[src/rtl/essr_access_arbiter_pkg.sv]
// Shared types for the essr access arbiter: FSM states and operation encodings.
package essr_access_arbiter_pkg;

    typedef enum logic [1:0] {
        S_IDLE,
        S_DRIVE,
        S_CHECK,
        S_DONE
    } state_e;

    localparam logic OP_SET = 1'b1;
    localparam logic OP_CLR = 1'b0;

endpackage

[src/rtl/essr_access_arbiter_if.sv]
// Requester/cell bundle around the arbiter; slave is the arbiter side.
interface essr_access_arbiter_if #(
    parameter int NREQ = 5
);
    logic [NREQ-1:0] req;
    logic [NREQ-1:0] op;
    logic [NREQ-1:0] gnt;
    logic            busy;
    logic            done;
    logic            err;
    logic            essr_x;
    logic            essr_z;
    logic            essr_g;

    modport slave (
        input  req, op, essr_g,
        output gnt, busy, done, err, essr_x, essr_z
    );

    modport master (
        output req, op, essr_g,
        input  gnt, busy, done, err, essr_x, essr_z
    );
endinterface

[src/rtl/essr_access_arbiter_rr_pick.sv]
// Combinational round-robin picker: first set request above ptr, wrapping around.
module rr_pick #(
    parameter int NREQ = 5,
    parameter int IW   = $clog2(NREQ)
) (
    input  logic [NREQ-1:0] req_i,
    input  logic [IW-1:0]   ptr_i,
    output logic [NREQ-1:0] gnt_o,
    output logic [IW-1:0]   idx_o
);
    logic found;
    int   c;

    always_comb begin
        found = 1'b0;
        idx_o = '0;
        c     = 0;
        for (int k = 1; k <= NREQ; k++) begin
            c = (int'(ptr_i) + k) % NREQ;
            if (!found && req_i[c]) begin
                found = 1'b1;
                idx_o = IW'(c);
            end
        end
        gnt_o = found ? (NREQ'(1) << idx_o) : '0;
    end
endmodule

[src/rtl/essr_access_arbiter.sv]
// Shares one essr set/reset cell among NREQ requesters: grant, pulse x or z, await g.
module essr_access_arbiter
    import essr_access_arbiter_pkg::*;
#(
    parameter int NREQ      = 5,
    parameter int PULSE_LEN = 2,
    parameter int TIMEOUT   = 8,
    parameter int CW        = 4
) (
    input  logic clk_i,
    input  logic r_i,
    essr_access_arbiter_if.slave bus
);
    localparam int IW = $clog2(NREQ);

    state_e          state_q, state_d;
    logic [CW-1:0]   cnt_q, cnt_d;
    logic [IW-1:0]   ptr_q, ptr_d;
    logic [IW-1:0]   idx_q, idx_d;
    logic            op_q, op_d;
    logic [NREQ-1:0] gnt_q, gnt_d;
    logic            busy_q, busy_d;
    logic            done_q, done_d;
    logic            err_q, err_d;
    logic            x_q, x_d;
    logic            z_q, z_d;

    logic [NREQ-1:0] pick_gnt;
    logic [IW-1:0]   pick_idx;

    rr_pick #(.NREQ(NREQ), .IW(IW)) u_pick (
        .req_i (bus.req),
        .ptr_i (ptr_q),
        .gnt_o (pick_gnt),
        .idx_o (pick_idx)
    );

    always_comb begin
        state_d = state_q;
        cnt_d   = cnt_q;
        ptr_d   = ptr_q;
        idx_d   = idx_q;
        op_d    = op_q;
        gnt_d   = gnt_q;
        done_d  = 1'b0;
        err_d   = 1'b0;
        x_d     = 1'b0;
        z_d     = 1'b0;
        case (state_q)
            S_IDLE: begin
                if (|bus.req) begin
                    state_d = S_DRIVE;
                    gnt_d   = pick_gnt;
                    idx_d   = pick_idx;
                    op_d    = bus.op[pick_idx];
                    cnt_d   = '0;
                    x_d     = bus.op[pick_idx];
                    z_d     = ~bus.op[pick_idx];
                end
            end
            S_DRIVE: begin
                // Drive registers are loaded one edge ahead so the pulse spans DRIVE exactly.
                if (cnt_q == CW'(PULSE_LEN - 1)) begin
                    state_d = S_CHECK;
                    cnt_d   = '0;
                end else begin
                    cnt_d = cnt_q + 1'b1;
                    x_d   = op_q;
                    z_d   = ~op_q;
                end
            end
            S_CHECK: begin
                if (bus.essr_g == op_q) begin
                    state_d = S_DONE;
                    done_d  = 1'b1;
                end else if (cnt_q == CW'(TIMEOUT - 1)) begin
                    state_d = S_DONE;
                    done_d  = 1'b1;
                    err_d   = 1'b1;
                end else begin
                    cnt_d = cnt_q + 1'b1;
                end
            end
            S_DONE: begin
                state_d = S_IDLE;
                gnt_d   = '0;
                ptr_d   = idx_q;
            end
            default: state_d = S_IDLE;
        endcase
        busy_d = (state_d != S_IDLE);
    end

    always_ff @(posedge clk_i) begin
        if (r_i) begin
            state_q <= S_IDLE;
            cnt_q   <= '0;
            ptr_q   <= IW'(NREQ - 1);
            idx_q   <= '0;
            op_q    <= OP_CLR;
            gnt_q   <= '0;
            busy_q  <= 1'b0;
            done_q  <= 1'b0;
            err_q   <= 1'b0;
            x_q     <= 1'b0;
            z_q     <= 1'b0;
        end else begin
            state_q <= state_d;
            cnt_q   <= cnt_d;
            ptr_q   <= ptr_d;
            idx_q   <= idx_d;
            op_q    <= op_d;
            gnt_q   <= gnt_d;
            busy_q  <= busy_d;
            done_q  <= done_d;
            err_q   <= err_d;
            x_q     <= x_d;
            z_q     <= z_d;
        end
    end

    assign bus.gnt    = gnt_q;
    assign bus.busy   = busy_q;
    assign bus.done   = done_q;
    assign bus.err    = err_q;
    assign bus.essr_x = x_q;
    assign bus.essr_z = z_q;
endmodule
[src/flat_wrapper.sv]
// flat-port wrapper written by rule: the top's interface ports become plain ports
module essr_access_arbiter_flat import essr_access_arbiter_pkg::*;
#(
    parameter int NREQ      = 5,
    parameter int PULSE_LEN = 2,
    parameter int TIMEOUT   = 8,
    parameter int CW        = 4
)
  (clk_i, r_i, bus_req, bus_op, bus_essr_g, bus_gnt, bus_busy, bus_done, bus_err, bus_essr_x, bus_essr_z);
  essr_access_arbiter_if #(.NREQ(NREQ)) bus_i ();
  input  logic clk_i;
  input  logic r_i;
  input wire logic [$bits(bus_i.req)-1:0] bus_req;
  input wire logic [$bits(bus_i.op)-1:0] bus_op;
  input wire logic [$bits(bus_i.essr_g)-1:0] bus_essr_g;
  output wire logic [$bits(bus_i.gnt)-1:0] bus_gnt;
  output wire logic [$bits(bus_i.busy)-1:0] bus_busy;
  output wire logic [$bits(bus_i.done)-1:0] bus_done;
  output wire logic [$bits(bus_i.err)-1:0] bus_err;
  output wire logic [$bits(bus_i.essr_x)-1:0] bus_essr_x;
  output wire logic [$bits(bus_i.essr_z)-1:0] bus_essr_z;
  assign bus_i.req = bus_req;
  assign bus_i.op = bus_op;
  assign bus_i.essr_g = bus_essr_g;
  assign bus_gnt = bus_i.gnt;
  assign bus_busy = bus_i.busy;
  assign bus_done = bus_i.done;
  assign bus_err = bus_i.err;
  assign bus_essr_x = bus_i.essr_x;
  assign bus_essr_z = bus_i.essr_z;
  essr_access_arbiter #(.NREQ(NREQ), .PULSE_LEN(PULSE_LEN), .TIMEOUT(TIMEOUT), .CW(CW)) u_core (.clk_i(clk_i), .r_i(r_i), .bus(bus_i));
endmodule
[config.mk]
export PLATFORM = sky130hd
export DESIGN_NAME = essr_access_arbiter_flat
export DESIGN_NICKNAME = d
export VERILOG_FILES = /design/src/rtl/essr_access_arbiter_pkg.sv /design/src/rtl/essr_access_arbiter_if.sv /design/src/rtl/essr_access_arbiter_rr_pick.sv /design/src/rtl/essr_access_arbiter.sv /design/src/flat_wrapper.sv
export SDC_FILE = /design/constraint.sdc
export NUM_CORES = 1
export LEC_CHECK = 0
export ABC_CLOCK_PERIOD_IN_PS = 13500
export BUFFER_PORTS_ARGS = -buffer_cell sky130_fd_sc_hd__buf_2
export CAP_MARGIN = 20
export CORE_MARGIN = 2
export CORE_UTILIZATION = 45
export CTS_BUF_LIST = sky130_fd_sc_hd__clkbuf_16
export CTS_CLUSTER_DIAMETER = 30
export DETAILED_ROUTE_END_ITERATION = 8
export PLACE_DENSITY = 0.61
export SYNTH_ARGS = -nofsm -noshare
export SYNTH_HDL_FRONTEND = slang
export SYNTH_HIERARCHICAL = 1
export SYNTH_SLANG_ARGS = --single-unit
[constraint.sdc]
create_clock -name clk_i -period 13.5 [get_ports clk_i]
set_clock_uncertainty 0.15 [all_clocks]
set_input_delay 2.7 -clock clk_i [delete_from_list [all_inputs] [get_ports clk_i]]
set_output_delay 2.7 -clock clk_i [all_outputs]
set_load 0.05 [all_outputs]
# After elaboration in Yosys (flattened, before gate mapping)
# Cells that the tools add are included.
[totals]
inputBits = 13
word_cells = 107
register_bits = 23
out_inout_bits = 10
[classes]
n_eq_ne = 9
n_div = 5
bitwise = 3
n_addsub = 6
n_lt_le_gt_ge = 6
muxes = 48
shift = 1
n_reduce_logical = 18
[op_table]
columns = ["operator", "count"]
rows = [
  ["$lt A32 B5 Y1 const B", 5],
  ["$mod A32 B4 Y32 const B", 5],
  ["$mux W1", 22],
  ["$bmux W1 S3", 6],
  ["$mux W4", 4],
  ["$mux W3", 5],
  ["$pmux W4 S3", 1],
  ["$mux W5", 2],
  ["$pmux W5 S2", 1],
  ["$add A3 B2 Y4 const B", 2],
  ["$add A3 B3 Y4 const B", 2],
  ["$mux W2", 4],
  ["$pmux W2 S4", 1],
  ["$reduce_or A5 Y1", 1],
  ["$shl A1 B3 Y5 const A", 1],
  ["$add A3 B1 Y4 const B", 1],
  ["$add A4 B1 Y4 const B", 1],
  ["$eq A2 B2 Y1 const B", 2],
  ["$eq A4 B1 Y1 const B", 1],
  ["$eq A4 B3 Y1 const B", 1],
  ["$logic_and A1 B1 Y1", 4],
  ["$logic_not A1 Y1", 4],
  ["$lt A3 B4 Y1 const B", 1],
  ["$ne A2 B2 Y1 const B", 2],
  ["12 further kinds", 17],
]

# Depth between registers and ports, before layout
# Gate-level depths: netlist of run 1.
[depth]
word_depth = 23
depth_mapped = 22
mapped_depth_nobuf = 21

# Modules after synthesis
# The synthesis of run 1 kept the hierarchy.
[modules_own_cells]
columns = ["mod", "cells_per_inst", "area_per_inst_um2", "instances", "seq_area_each_um2"]
rows = [
  ["rr_pick", 274, 1936.9, 1, 0.0],
  ["essr_access_arbiter", 128, 1184.9, 1, 460.4],
]

# Least setup slack after synthesis of run 1
# Ideal clock, no wire load.
[synth_path]
path_kind = "register to register"
startpoint = "reg u_core.ptr_q[2]"
endpoint = "reg u_core.x_q (netlist: u_core/bus.essr_x)"
t_arrival_ns = 5.180
path_buffers = 1
path_slack_ns = 8.035
setup_ns = 0.134
path_stages_with_launch = 21
t_required_ns = 13.216
synth_period_minus_slack_ns = 5.465
path_cell_list = "dfxtp_1 buf_4 inv_1 ha_1 o21a_1 a21oi_1 xnor2_1 ha_1 fa_1 a21bo_2 o31ai_1 nand2_1 mux2_2 a221o_1 nor4_4 or3b_1 a31oi_4 mux4_2 mux2_2 a32oi_1 nor3_1"
[synth_via]
elab_chain_len = 22
word_cells_on_any_way = 46
cone_classes = "add/sub (5); div (5); mux (28); reduce/logical (8)"
[synth_lines]
columns = ["element", "line", "text"]
rows = [
  ["start: declaration", "essr_access_arbiter.sv:18", "logic [IW-1:0] ptr_q, ptr_d;"],
  ["start signal: assignment", "essr_access_arbiter.sv:98", "ptr_q <= IW'(NREQ - 1);"],
  ["start signal: assignment", "essr_access_arbiter.sv:110", "ptr_q <= ptr_d;"],
  ["$add A3 B1 Y4", "essr_access_arbiter_rr_pick.sv:19", "c = (int'(ptr_i) + k) % NREQ;"],
  ["$mod A32 B4 Y32", "essr_access_arbiter_rr_pick.sv:19", ""],
  ["$bmux W1 S3", "essr_access_arbiter_rr_pick.sv:20", "if (!found && req_i[c]) begin"],
  ["$mux W1 (not written as such) (2 in series)", "essr_access_arbiter_rr_pick.sv:20", ""],
  ["$mux W1", "essr_access_arbiter_rr_pick.sv:20", ""],
  ["$logic_not A1 Y1", "essr_access_arbiter_rr_pick.sv:20", ""],
  ["$logic_and A1 B1 Y1", "essr_access_arbiter_rr_pick.sv:20", ""],
  ["$mux W1", "essr_access_arbiter_rr_pick.sv:20", ""],
  ["[6 not listed]", "-", ""],
  ["$logic_not A1 Y1", "essr_access_arbiter_rr_pick.sv:20", ""],
  ["$logic_and A1 B1 Y1", "essr_access_arbiter_rr_pick.sv:20", ""],
  ["$mux W3 *", "essr_access_arbiter_rr_pick.sv:20", ""],
  ["net u_core.pick_idx[1]", "essr_access_arbiter.sv:29", "logic [IW-1:0] pick_idx;"],
  ["$bmux W1 S3 *", "essr_access_arbiter.sv:57", "x_d = bus.op[pick_idx];"],
  ["$mux W1 (not written as such) *", "essr_access_arbiter.sv:57", ""],
  ["$mux W1 *", "essr_access_arbiter.sv:51", "if (|bus.req) begin"],
  ["$pmux W1 S2 *", "essr_access_arbiter.sv:49", "case (state_q)"],
  ["end signal: assignment", "essr_access_arbiter.sv:105", "x_q <= 1'b0;"],
  ["end signal: assignment", "essr_access_arbiter.sv:117", "x_q <= x_d;"],
  ["end: declaration", "essr_access_arbiter.sv:25", "logic x_q, x_d;"],
]
# The timed path passes the listed nets; every way through them passes the cells marked *. The select of a mux whose other input is x is not followed.
# A chain may end at the register's enable or synchronous reset.

# Worst setup path in the final report of run 1
[layout_path]
startpoint = "reg u_core.ptr_q[0]"
endpoint = "reg u_core.x_q (netlist: u_core/bus.essr_x)"
# Same word-level chain as after synthesis.

==> impl_metrics.yaml, run 1 <==
synthesis:
  syn_area_per_cell_sq_um: 7.77
  yosys.area_share.simple: 0.262
  syn-num-nets: 450
  synth_top_family_by_area: "compound AO/OA/AOI/OAI gates"
  netlist_instances: 402
  synth_edf_count: 0
  synth_warnings: 6
  ys_ff_latch: 23
  ys_async_sr_fraction: 0
  synthFlopType: "dfxtp_1"
  synthXorXnorAreaFrac: 0.0365
  netlist_area_sq_um: 3120
  synth_top_area_frac: 0.147
  yosysUniqueCellTypes: 82
  synth_fa_ha_area_frac: 0.143
  synth_compound_area_frac: 0.303
  synthTopCellsByArea: "dfxtp_1 15%, ha_1 14%, nand2_1 4.4%"
  ys_seq_area_frac: 0.147
  synthMuxAreaShare: 0.0501
  synth_top_cell_by_area: "dfxtp_1"
worst_setup_path:
  crit_fanout: 36
  cp.required_ns: 13.47
  cp_data_arrival_time_ns: 6.64
  start_kind: "flop"
  r2r-start: "u_core/ptr_q[0]"
  cp-end-kind: "flop"
  crit_type: "reg -> reg"
  critPathLaunch: "u_core/ptr_q[0]"
timing:
  maxSlewViolCount: 0
  hold_violations: 0
  setup_tns_ns: 0
  post-route-period-util: 0.494
  setup_viol: 0
  rsz0062_at_grt: "false"
  relSlewSlack: 0.382
  period_needed_ns: 6.66
  clock.fmax_ghz: 0.150
  worst_pin_slew_ns: 0.923
grt:
  grt_max_degree: 37
  grt_pass1_vias: 2730
  gr-total-overflow: 0
  grt_pass1_wl_um: 13600
  grtUsageTotal: 0.219
  antenna_found_initial: 0
placement:
  io_buffers: 22
  dp_hpwl_um: 6090
  place_congestion: 0.886
layout:
  drive_gt1_frac: 0.130
  diodes: 0
  syn_to_final_growth_pct: 7.54
  nets: 464
  nFillCells: 682
  postLayoutCoreUtil: 0.497
clock_network:
  clk_pin_slew_worst_paths_ns: 0.06
  cts_tree: "done"
  htree_levels: 1
  cts_buffers: 3
  cts.path.max_buffers: 2
  cts_resized: 0
  clkLatencyLatePin_ns: 0.25
  clock-root-buffer: "clkbuf_16"
  cts_num_sinks: 23
  cts-hold-fix-buffers: 0
  post-cts-setup-buffer-count: 0
route:
  ant_nets: 0
  num_vias: 3104
  vias_per_cell: 6.27
  drt_iter0_drc: 162
  drc: 0
  drt_wl_total_um: 8180
  first_pass_iters: 5
  wl_per_cell_um: 16.5
pwr:
  p_leak_nw: 1.33
  p_total_mw: 0.203
  power.density_nw_per_um2: 60.5
  vdd_drop_max_v: 0.0000904
run_status:
  status: "finished, final reports clean"
floorplanning:
  io_pins: 23
  dieArea_sq_um: 7620
  die_w_um: 87.3
  start_util: 0.462
  num_rows: 30
  die_h_um: 87.3
  coreArea_sq_um: 6760
flow_run:
  drv_cap: 0
worst_hold_path:
  hold_path_class: "reg -> reg"
  hold_start: "u_core/idx_q[2]"
per-stage QoR:
step           instances  hold WS [ns]  setup slack [ns]  area (sq um)
2_1_floorplan        402         0.282              8.04          3120
3_3_place_gp         490         0.290              7.03          3270
3_5_place_dp         490         0.303              6.94          3270
4_1_cts              494         0.311              6.91          3350
5_1_grt              495         0.329              6.22          3360
6_report             495         0.311              6.84          3360
routing by layer:
layer | up-vias | track usage | routed length (um)
met5 | - | 0 | 0
met4 | 0 | 0.0503 | 116
met3 | 10 | 0.0114 | 258
met2 | 83 | 0.365 | 3880
met1 | 1474 | 0.309 | 3930
li1 | 1537 | - | -
sequential cells by signal (all words and copies together) (netlist names):
name	count
u_core/bus.busy	1
u_core/bus.done	1
u_core/bus.err	1
u_core/bus.essr_x	1
u_core/bus.essr_z	1
u_core/bus.gnt	5
u_core/cnt_q	4
u_core/idx_q	3
u_core/op_q	1
u_core/ptr_q	3
u_core/state_q	2
critical path: stages, from the launching register on:
cell and delay [ns]:
dfxtp_1 0.31, buf_4 0.34, inv_1 0.38, ha_1 0.70, ha_1 0.40, nor4b_1 0.32, nor3_1 0.11, xnor2_1 0.48
ha_1 0.24, nor2b_1 0.04, o32ai_1 0.75, nor3b_1 0.10, a31oi_1 0.16, o21ai_0 0.12, o21ai_0 0.31, o2111ai_1 0.18
and3_1 0.26, inv_1 0.13, mux4_2 0.52, mux2_2 0.30, a32oi_1 0.16, nor3_1 0.06
synthesized netlist by cell type (5+ instances only):
cell      number
nand2_1       37
ha_1          34
nor2_1        30
inv_1         27
a21oi_1       26
dfxtp_1       23
nor3_1        14
o21ai_0       14
nand3_1       11
mux2i_1       10
nor2b_1       10
clkbuf_1       8
o211ai_1       7
xnor2_1        7
a31oi_1        6
o22ai_1        6
a211o_1        5
a211oi_1       5
a32oi_1        5
and3_1         5
nand2b_1       5
nor3b_1        5
cell usage in the layout (no fill, tap or decap), types with 6 or more instances in the layout:
cell	count
buf_2	22
o22ai_1	6
nor3_1	14
ha_1	34
mux2i_1	10
nor2b_1	10
a21oi_1	26
o21ai_0	14
nor2_1	30
nand3_1	11
xnor2_1	7
nand2_1	37
inv_1	28
a31oi_1	6
o211ai_1	7
dfxtp_1	23
report_power, final:
part	internal [mW]	leakage, nW	switching, mW
logic	0.0221	1.10	0.0422
clock network	0.0395	0.0423	0.0229
registers	0.0732	0.188	0.00334
total	0.135	1.33	0.0684
area by class of cell:
type | count | area [sq um] | share of cell area
sequential | 23 | 460 | 0.137
inverter | 28 | 108 | 0.0321
multi-input combinational | 335 | 2480 | 0.739
clock buffer | 3 | 75.1 | 0.0224
clock inverter | 1 | 3.75 | 0.00112
timing repair buffer | 25 | 130 | 0.0388
tap | 80 | 100 | 0.0298
final timing paths:
path / slack (ns) / cells past startpoint / to
setup / recovery: 6.84 / 21 / u_core/bus.essr_x
hold reg to reg: 0.31 / 2 / u_core/idx_q[2]
setup reg to reg: 6.84 / 21 / u_core/bus.essr_x
hold / removal: 0.31 / 2 / u_core/idx_q[2]
kinds of logic after synthesis:
kind of cell             Yosys count
flip-flops                        23
XOR/XNOR                          10
adder cells (fa/ha/maj)           35
buffers and inverters             44
multiplexers                      14
AO/OA/AOI/OAI                    127
AND/OR/NAND/NOR                  149
Power figures use the tool's default switching activity.
==> inputs of run 2 (changes only) <==
--- a/config.mk
+++ b/config.mk
@@ -5,7 +5,7 @@
 export SDC_FILE = /design/constraint.sdc
 export NUM_CORES = 1
 export LEC_CHECK = 0
-export ABC_CLOCK_PERIOD_IN_PS = 13500
+export ABC_CLOCK_PERIOD_IN_PS = 6680
 export BUFFER_PORTS_ARGS = -buffer_cell sky130_fd_sc_hd__buf_2
 export CAP_MARGIN = 20
 export CORE_MARGIN = 2
==> constraint.sdc (replaced) <==
create_clock -name clk_i -period 6.68 [get_ports clk_i]
set_clock_uncertainty 0.15 [all_clocks]
set_input_delay 1.336 -clock clk_i [delete_from_list [all_inputs] [get_ports clk_i]]
set_output_delay 1.336 -clock clk_i [all_outputs]
set_load 0.05 [all_outputs]
==> impl_metrics.yaml, run 2 (synthesized netlist as in run 1, its figures left out) <==
layout:
  largest_register_ffs: 5
  syn_to_final_growth_pct: 8.38
  drive_gt1_frac: 0.139
  nets: 467
  seqCellArea_sq_um: 460
  layout_commonest_cell: "nand2_1"
  nFillCells: 679
  final_cell_mix: "37 x nand2_1, 34 x ha_1, 30 x nor2_1, 27 x inv_1, 26 x a21oi_1"
  diodes: 0
  multi_input_area_sq_um: 2480
clock_network:
  post-cts-setup-buffer-count: 0
  cts.path.max_buffers: 2
  cts_buffers: 3
  htree_levels: 1
  cts-hold-fix-buffers: 0
  cts_resized: 0
  cts_num_sinks: 23
  clock-root-buffer: "clkbuf_16"
  cts_tree: "done"
  clkLatencyLatePin_ns: 0.26
  clk_pin_slew_worst_paths_ns: 0.06
timing:
  rsz0062_at_grt: "false"
  timing.final.ws_setup_ns: 0.633
  period_needed_ns: 6.05
  hold_violations: 0
  worst_pin_slew_ns: 0.595
  maxSlewViolCount: 0
  post-route-period-util: 0.905
  relSlewSlack: 0.600
  setup_viol: 0
  whs_ns: 0.312
  setup_tns_ns: 0
  clock.fmax_ghz: 0.165
route:
  num_vias: 3099
  ant_nets: 0
  drt_wl_total_um: 8290
  drc: 0
  wl_per_cell_um: 16.6
  vias_per_cell: 6.22
  first_pass_iters: 5
  drt_iter0_drc: 169
pwr:
  share_comb_of_total_power: 0.313
  p_switching_mw: 0.140
  vdd_drop_max_v: 0.000150
  p_leak_nw: 1.34
  intPower_mw: 0.273
  p_clk_frac: 0.313
  power.density_nw_per_um2: 122
  pwr-share-seq: 0.375
  netSwitchingFraction: 0.339
  p_total_mw: 0.413
grt:
  grt_pass1_vias: 2858
  gr-total-overflow: 0
  grtUsageTotal: 0.222
  antenna_found_initial: 0
  grt_pass1_wl_um: 13800
  grt_max_degree: 28
worst_setup_path:
  cp.required_ns: 6.65
  critPathLaunch: "u_core/ptr_q[1]"
  r2r_end: "u_core/bus.essr_x"
  start_kind: "flop"
  r2r-start: "u_core/ptr_q[1]"
  r2r_cells: 19
  reg2reg_setup_slack_ns: 0.63
  endpoint: "u_core/bus.essr_x"
  cp_data_arrival_time_ns: 6.02
  crit_fanout: 9
  critPathMaxStageDelay_ns: 0.54
  crit_type: "reg -> reg"
  cp_cell_sequence: "inv_1, ha_1, o21a_1, a21oi_1, xnor2_1, ha_1, fa_1, a21bo_2, o31ai_1, nand2_1, mux2_2, a221o_1, nor4_4, or3b_1, a31oi_4, mux4_2, mux2_2, a32oi_1, nor3_1"
  cp-end-kind: "flop"
  cp_slowest_cell: "dfxtp_1"
worst_hold_path:
  hold_start: "u_core/idx_q[0]"
  hold_path_class: "reg -> reg"
floorplanning:
  num_rows: 30
  die_w_um: 87.3
  coreArea_sq_um: 6760
  io_pins: 23
  die_h_um: 87.3
  dieArea_sq_um: 7620
  start_util: 0.462
placement:
  place_congestion: 0.885
  dp_hpwl_um: 6310
  dp_slack_ns: 0.749
  io_buffers: 22
flow_run:
  drv_cap: 0
run_status:
  status: "finished, final reports clean"
## run 2: changes by cell type in the layout (fill, tap and decap cells not counted), sizes merged
cell,before,now
inv,29,28
clkinv,0,1
buf,24,28
clkbuf,4,3
## run 2: final cells by class
class	count	area share
Multi-Input combinational cell	335	0.733
Sequential cell	23	0.136
Timing Repair Buffer	28	0.0459
Inverter	28	0.0318
Tap cell	80	0.0296
Clock buffer	3	0.0222
Clock inverter	1	0.00148
## run 2: how the worst min path moves through the flow
| stage | cells past startpoint | to | slack [ns] |
|---|---|---|---|
| 2_1_floorplan | 2 | u_core/idx_q[2] | 0.28 |
| 3_3_place_gp | 2 | u_core/idx_q[2] | 0.29 |
| 3_5_place_dp | 2 | u_core/idx_q[0] | 0.30 |
| 5_1_grt | 2 | u_core/idx_q[2] | 0.33 |
| 6_report | 2 | u_core/idx_q[0] | 0.31 |
| 4_1_cts | 2 | u_core/idx_q[0] | 0.31 |
## run 2: layer usage
metal | share of wire | GRT usage | vias up
li1 | - | - | 1545
met4 | 0.0068 | 0.0476 | 0
met5 | 0 | 0 | -
met2 | 0.47 | 0.369 | 83
met3 | 0.035 | 0.0171 | 6
met1 | 0.49 | 0.312 | 1465
## run 2: critical path, delay by kind of cell (launching register included)
kind	cells	cell delay, ns
DFF	1	0.54
muxes	3	0.93
AOI/OAI and AO/OA	7	1.87
buffers and inverters	1	0.28
adders and majority gates	3	0.90
and+or+nand+nor	4	0.98
xor gates and xnor gates	1	0.25
## run 2: per-stage QoR
step / std cells / area [sq um] / utilization
after CTS: 498 / 3380 / 0.501
after floorplan: 402 / 3120 / -
after detailed placement: 494 / 3300 / 0.489
final: 498 / 3380 / 0.501
after global placement: 494 / 3300 / 0.489
after global routing: 498 / 3380 / 0.501
## run 2: power by group through the flow
stage / Clock (mW) / Combinational, mW / Sequential, mW
6_report: 0.129 / 0.129 / 0.155
2_1_floorplan: 0 / 0.0757 / 0.178
5_1_grt: 0.137 / 0.142 / 0.156
3_5_place_dp: 0 / 0.128 / 0.158
3_3_place_gp: 0 / 0.128 / 0.158
4_1_cts: 0.134 / 0.129 / 0.155
